$ cat src/rtl/psum_accumulator.sv
// Partial-sum accumulator: sums CSA result terms into groups with saturation
// and hands each group total downstream through a valid/ready output.
module psum_accumulator #(
  parameter int unsigned IN_W      = 6,
  parameter int unsigned ACC_W     = 10,
  parameter int unsigned MAX_TERMS = 8,
  parameter int unsigned CNT_W     = 4
) (
  input  logic             clk,
  input  logic             rst_n,
  input  logic             in_valid,
  output logic             in_ready,
  input  logic [IN_W-1:0]  in_data,
  input  logic             in_last,
  output logic             out_valid,
  input  logic             out_ready,
  output logic [ACC_W-1:0] out_data,
  output logic [CNT_W-1:0] out_count,
  output logic             out_ovf
);

  localparam int unsigned SUM_W = ACC_W + 1;

  typedef enum logic {
    ST_ACC  = 1'b0,
    ST_DONE = 1'b1
  } state_t;

  state_t           state;
  state_t           state_next;

  logic [ACC_W-1:0] acc;
  logic [CNT_W-1:0] cnt;
  logic             ovf;

  logic             accept;
  logic             close;
  logic [SUM_W-1:0] sum_ext;
  logic [ACC_W-1:0] acc_new;
  logic [CNT_W-1:0] cnt_new;
  logic             ovf_new;

  // Running group registers are cleared whenever a group closes, so acc is
  // already zero in DONE and a zero-bubble reload needs no special path.
  assign accept  = in_valid && in_ready;
  assign sum_ext = {1'b0, acc} + SUM_W'(in_data);
  assign acc_new = sum_ext[ACC_W] ? {ACC_W{1'b1}} : sum_ext[ACC_W-1:0];
  assign ovf_new = ovf | sum_ext[ACC_W];
  assign cnt_new = cnt + CNT_W'(1);
  assign close   = in_last || (cnt_new == CNT_W'(MAX_TERMS));

  // State register
  always_ff @(posedge clk or negedge rst_n) begin
    if (!rst_n) begin
      state <= ST_ACC;
    end else begin
      state <= state_next;
    end
  end

  // Next-state logic
  always_comb begin
    state_next = state;
    unique case (state)
      ST_ACC: begin
        if (accept && close) begin
          state_next = ST_DONE;
        end
      end
      ST_DONE: begin
        if (out_ready) begin
          state_next = (accept && close) ? ST_DONE : ST_ACC;
        end
      end
      default: state_next = ST_ACC;
    endcase
  end

  // Handshake outputs decoded from the state register
  always_comb begin
    out_valid = 1'b0;
    in_ready  = 1'b1;
    out_valid = (state == ST_DONE);
    in_ready  = !out_valid || out_ready;
  end

  // Accumulator and result registers
  always_ff @(posedge clk or negedge rst_n) begin
    if (!rst_n) begin
      acc       <= '0;
      cnt       <= '0;
      ovf       <= 1'b0;
      out_data  <= '0;
      out_count <= '0;
      out_ovf   <= 1'b0;
    end else if (accept) begin
      if (close) begin
        out_data  <= acc_new;
        out_count <= cnt_new;
        out_ovf   <= ovf_new;
        acc       <= '0;
        cnt       <= '0;
        ovf       <= 1'b0;
      end else begin
        acc <= acc_new;
        cnt <= cnt_new;
        ovf <= ovf_new;
      end
    end
  end

endmodule

$ cat config.mk
export PLATFORM = sky130hd
export DESIGN_NAME = psum_accumulator
export DESIGN_NICKNAME = d
export VERILOG_FILES = /design/src/rtl/psum_accumulator.sv
export SDC_FILE = /design/constraint.sdc
export NUM_CORES = 1
export LEC_CHECK = 0
export CAP_MARGIN = 20
export CORE_UTILIZATION = 35
export DETAILED_ROUTE_END_ITERATION = 12
export PLACE_DENSITY_LB_ADDON = 0.05
export SYNTH_ARGS = -nofsm -noshare
export SYNTH_HDL_FRONTEND = slang
export SYNTH_SLANG_ARGS = --single-unit
$ cat constraint.sdc
create_clock -name clk -period 2.2 [get_ports clk]
set_input_delay 0.22 -clock clk [delete_from_list [all_inputs] [get_ports clk]]
set_output_delay 0.22 -clock clk [all_outputs]
set_load 0.1 [all_outputs]
==> results_tabular.tex <==
\begin{tabular}{lr}
\hline
Metric & Value \\
\hline
\multicolumn{2}{l}{\textbf{Synth}} \\
Number of warnings printed during yosys synthesis & 0 \\
Most used flip-flop cell after synthesis & sky130\_fd\_sc\_hd\_\_dfrtp\_1 \\
Part of the Yosys area used for sequential elements & 48.4\% \\
Fraction of post-synthesis cell area in the top cell type by area & between 40\% and 50\% \\
Post-Syn Area per Cell & 9.55 um2 \\
Largest area contributor in the netlist & sky130\_fd\_sc\_hd\_\_dfrtp\_1 \\
Flop and latch count out of synthesis & 31 \\
Number of instances in the synthesized netlist & 168 \\
Cell area after technology mapping & roughly 1600 um2 \\
Post-synth EDFFs & 0 \\
Fraction of synthesis flops using an asynchronous set or reset pin & 100\% \\
Library cells used by synthesis & 39 \\
Syn\_nets & 187 \\
Area contributors post-synth & sky130\_fd\_sc\_hd\_\_dfrtp\_1, sky130\_fd\_sc\_hd\_\_o21ai\_0, sky130\_fd\_sc\_hd\_\_nand2\_1 \\
\multicolumn{2}{l}{\textbf{Clock network}} \\
Clock tree buffer depth & 2 \\
Deepest level of the CTS H-tree & 2 \\
Clock transition at the registers of the reported paths & 0.07 ns \\
Sink Count & 31 \\
CTS buffer count & 5 \\
TritonCTS clock tree & built \\
Skew-Pair Late Insertion Delay & 0.28 ns \\
Clock Root Buffer & sky130\_fd\_sc\_hd\_\_clkbuf\_8 \\
Post-CTS Hold Fix Bufs & 0 \\
\multicolumn{2}{l}{\textbf{Run status}} \\
Violated checks & negative setup slack \\
Run status & finished, violations left \\
\multicolumn{2}{l}{\textbf{Cells and area}} \\
Number of standard cells in the final layout excluding fillers & 273 \\
Layout cell share with drive strength beyond 1 & 30.8\% \\
Area growth syn-to-layout & 39.0\% \\
Fill cell total of the finished layout & 430 \\
Final standard cell area without fillers & 2230 um2 \\
Number of antenna repair diodes & 0 \\
Nets & around 240 \\
\multicolumn{2}{l}{\textbf{Placement}} \\
Half-perimeter wire length after detailed placement & 2.89 mm \\
Worst-case setup slack after placement & -0.320 ns \\
Cell count after placement & 262 \\
\# port buffers & 27 \\
Final weighted congestion of routability-driven global placement & about 0.74 \\
Dpl cell area & 2060 um2 \\
\multicolumn{2}{l}{\textbf{Timing}} \\
Final hold slack & about 0.30 ns \\
Final critical-path required period & 2.20 ns \\
Fraction of the cycle the final worst path needs & 100\% \\
Fin Clk Skew & about 0.0078 ns \\
Final hold violation count & 0 \\
Least setup slack across all paths after layout & -0.00215 ns \\
Maximum clock frequency & between 400 and 500 MHz \\
Worst Tran Pin Value & 0.561 ns \\
Setup-failing EPs final & 1 \\
RSZ-0062 raised after global routing & yes \\
Final max-slew violation count & 0 \\
Slew margin rel. & 62.5\% \\
\multicolumn{2}{l}{\textbf{Worst hold path}} \\
Worst Hold Class & in -> async \\
\multicolumn{2}{l}{\textbf{Setup path}} \\
Worst Reg-to-Reg Cells & 7 \\
Required time worst endpoint & 2.37 ns \\
Crit path arrival time & 2.37 ns \\
Reg-to-reg startpoint & acc[0] \\
Worst reg2reg setup slack & -0.002 ns \\
Worst Setup Start Kind & register \\
Crit Path Class & reg -> reg \\
CP endpoint kind & register \\
Critical R2R Capture & acc[7] \\
CP max FO & 2 \\
\multicolumn{2}{l}{\textbf{Drt}} \\
Average wire per standard cell & approximately 14 um \\
DRC & 0 \\
Vias after detailed routing & roughly 1.4k \\
Number of design-rule violations left by the first detailed-router iteration & 34 \\
Detail Route Antenna Nets & 0 \\
Total wirelength of the detailed-routed design & 3.94 mm \\
Via-per-instance ratio & 5.10 \\
Total iterations of the first detailed-routing run & 4 \\
\multicolumn{2}{l}{\textbf{Floorplan}} \\
Height of the die & 69.7 um \\
Core Footprint & around 4400 um2 \\
Ports placed on the boundary & 28 \\
Initial core utilization & 36.6\% \\
Standard-cell rows & 24 \\
Horizontal extent of the die & about 70 um \\
Area of the die & 4860 um2 \\
\multicolumn{2}{l}{\textbf{GRT}} \\
GRT Total Usage & 18.4\% \\
Remaining global-route overflow & 0 \\
Wire length of the first global-routing pass & 7.07 mm \\
Via count of the first global-routing pass & roughly 1.5k \\
Maximum number of pins on one net before global-route repair & 17 \\
Antenna violations before repair & 0 \\
\multicolumn{2}{l}{\textbf{Power and ir drop}} \\
Cell area power density & $\sim$1300 nW/um2 \\
Max rail drop VDD & a little over 0.0007 V \\
Total leakage power & 1.05 nW \\
\multicolumn{2}{l}{\textbf{Job}} \\
Number of maximum-capacitance constraint violations & 0 \\
\hline
\end{tabular}
placed cells by master (no fill, tap or decap), drive strengths merged, types with 2 or more instances in the layout:
cell type / count
xnor2: 4
o21ai: 24
nand3: 2
clkbuf: 7
nor3: 3
o31ai: 2
dfrtp: 31
nand3b: 2
inv: 2
a21o: 4
o21bai: 2
nor2: 14
ha: 7
a21oi: 10
clkdlybuf4s50: 10
nand2: 30
or3: 2
buf: 40
a211oi: 2
xor2: 3
metal layers:
metal	routed length, um	global-route usage (%)	vias up
li1	-	-	700
met1	1880	23.8	662
met2	1870	29.9	25
met3	160	5.38	4
met4	27	5.33	0
met5	0	0	-
what timing repair did:
action                     CTS  global route
resized for setup            2            11
pin swaps                    0            12
setup buffers                0             3
setup endpoints to repair    2             7
where the power goes:
part           total (mW)  internal [mW]  leakage (nW)  switching [mW]
Combinational        1.57          0.501         0.603            1.07
Clock               0.430          0.222        0.0422           0.209
Sequential          0.840          0.721         0.400           0.120
Total                2.84           1.44          1.05            1.40
sequential cells by signal, summed over array words and instances, names as in the netlist:
| signal | flops |
|---|---|
| acc | 10 |
| cnt | 4 |
| out_count | 4 |
| out_data | 10 |
| out_ovf | 1 |
| out_valid | 1 |
| ovf | 1 |
synthesized netlist by cell type, types with 2 or more instances:
master / count
sky130_fd_sc_hd__dfrtp_1: 31
sky130_fd_sc_hd__nand2_1: 30
sky130_fd_sc_hd__o21ai_0: 24
sky130_fd_sc_hd__nor2_1: 14
sky130_fd_sc_hd__a21oi_1: 10
sky130_fd_sc_hd__ha_1: 7
sky130_fd_sc_hd__clkbuf_1: 4
sky130_fd_sc_hd__xnor2_1: 4
sky130_fd_sc_hd__nor3_1: 3
sky130_fd_sc_hd__xor2_1: 3
sky130_fd_sc_hd__a211oi_1: 2
sky130_fd_sc_hd__a21o_1: 2
sky130_fd_sc_hd__a21o_2: 2
sky130_fd_sc_hd__inv_1: 2
sky130_fd_sc_hd__nand3_1: 2
sky130_fd_sc_hd__nand3b_1: 2
sky130_fd_sc_hd__o21bai_1: 2
sky130_fd_sc_hd__o31ai_1: 2
sky130_fd_sc_hd__or3_1: 2
kinds of logic (layout without fill, tap and decap cells):
family	Yosys count	count (layout)	synth area share, %
compound gates	54	54	21.5
xor+xnor	7	7	3.82
fa+ha+maj	8	8	6.71
buf+inv	7	60	1.72
flops	31	31	48.4
mux	2	2	1.33
simple gates	59	59	16.5
worst max-delay path: stages, from the launching register on:
cell and delay (ns):
sky130_fd_sc_hd__dfrtp_1 0.41, sky130_fd_sc_hd__ha_4 0.18, sky130_fd_sc_hd__fa_2 0.36, sky130_fd_sc_hd__a21o_4 0.22, sky130_fd_sc_hd__a311oi_4 0.29, sky130_fd_sc_hd__nor3b_4 0.07, sky130_fd_sc_hd__or3_4 0.34, sky130_fd_sc_hd__o221a_4 0.22
worst max path at each step:
stage / cells after the start / slack (ns) / to / start
5_1_grt: 7 / -0.07 / acc[7] / acc[0]
2_1_floorplan: 7 / -0.03 / acc[7] / acc[0]
6_report: 7 / -0.002 / acc[7] / acc[0]
3_5_place_dp: 8 / -0.32 / acc[7] / in_data[0]
3_3_place_gp: 8 / -0.29 / acc[7] / in_data[0]
4_1_cts: 7 / -0.03 / acc[7] / acc[0]
through the flow:
stage	utilization (%)	total power [mW]	setup TNS (ns)
global placement	47.0	2.32	-2.89
detailed placement	47.0	2.34	-3.42
floorplan	-	1.92	-0.0273
CTS	49.2	2.81	-0.0264
finish	50.9	2.84	-0.00215
global route	50.9	3.02	-0.137
final cells by class:
type / count / area, um2 / share of cell area [%]
inverters: 2 / 7.51 / 0.337
flip-flops and latches: 31 / 779 / 35.0
clock inverters: 1 / 5.00 / 0.224
repair buffers: 50 / 413 / 18.5
multi-input cells: 130 / 883 / 39.6
well taps: 52 / 65.1 / 2.92
clock buffers: 7 / 76.3 / 3.42
Note: power is estimated with default switching activity, not from simulation.
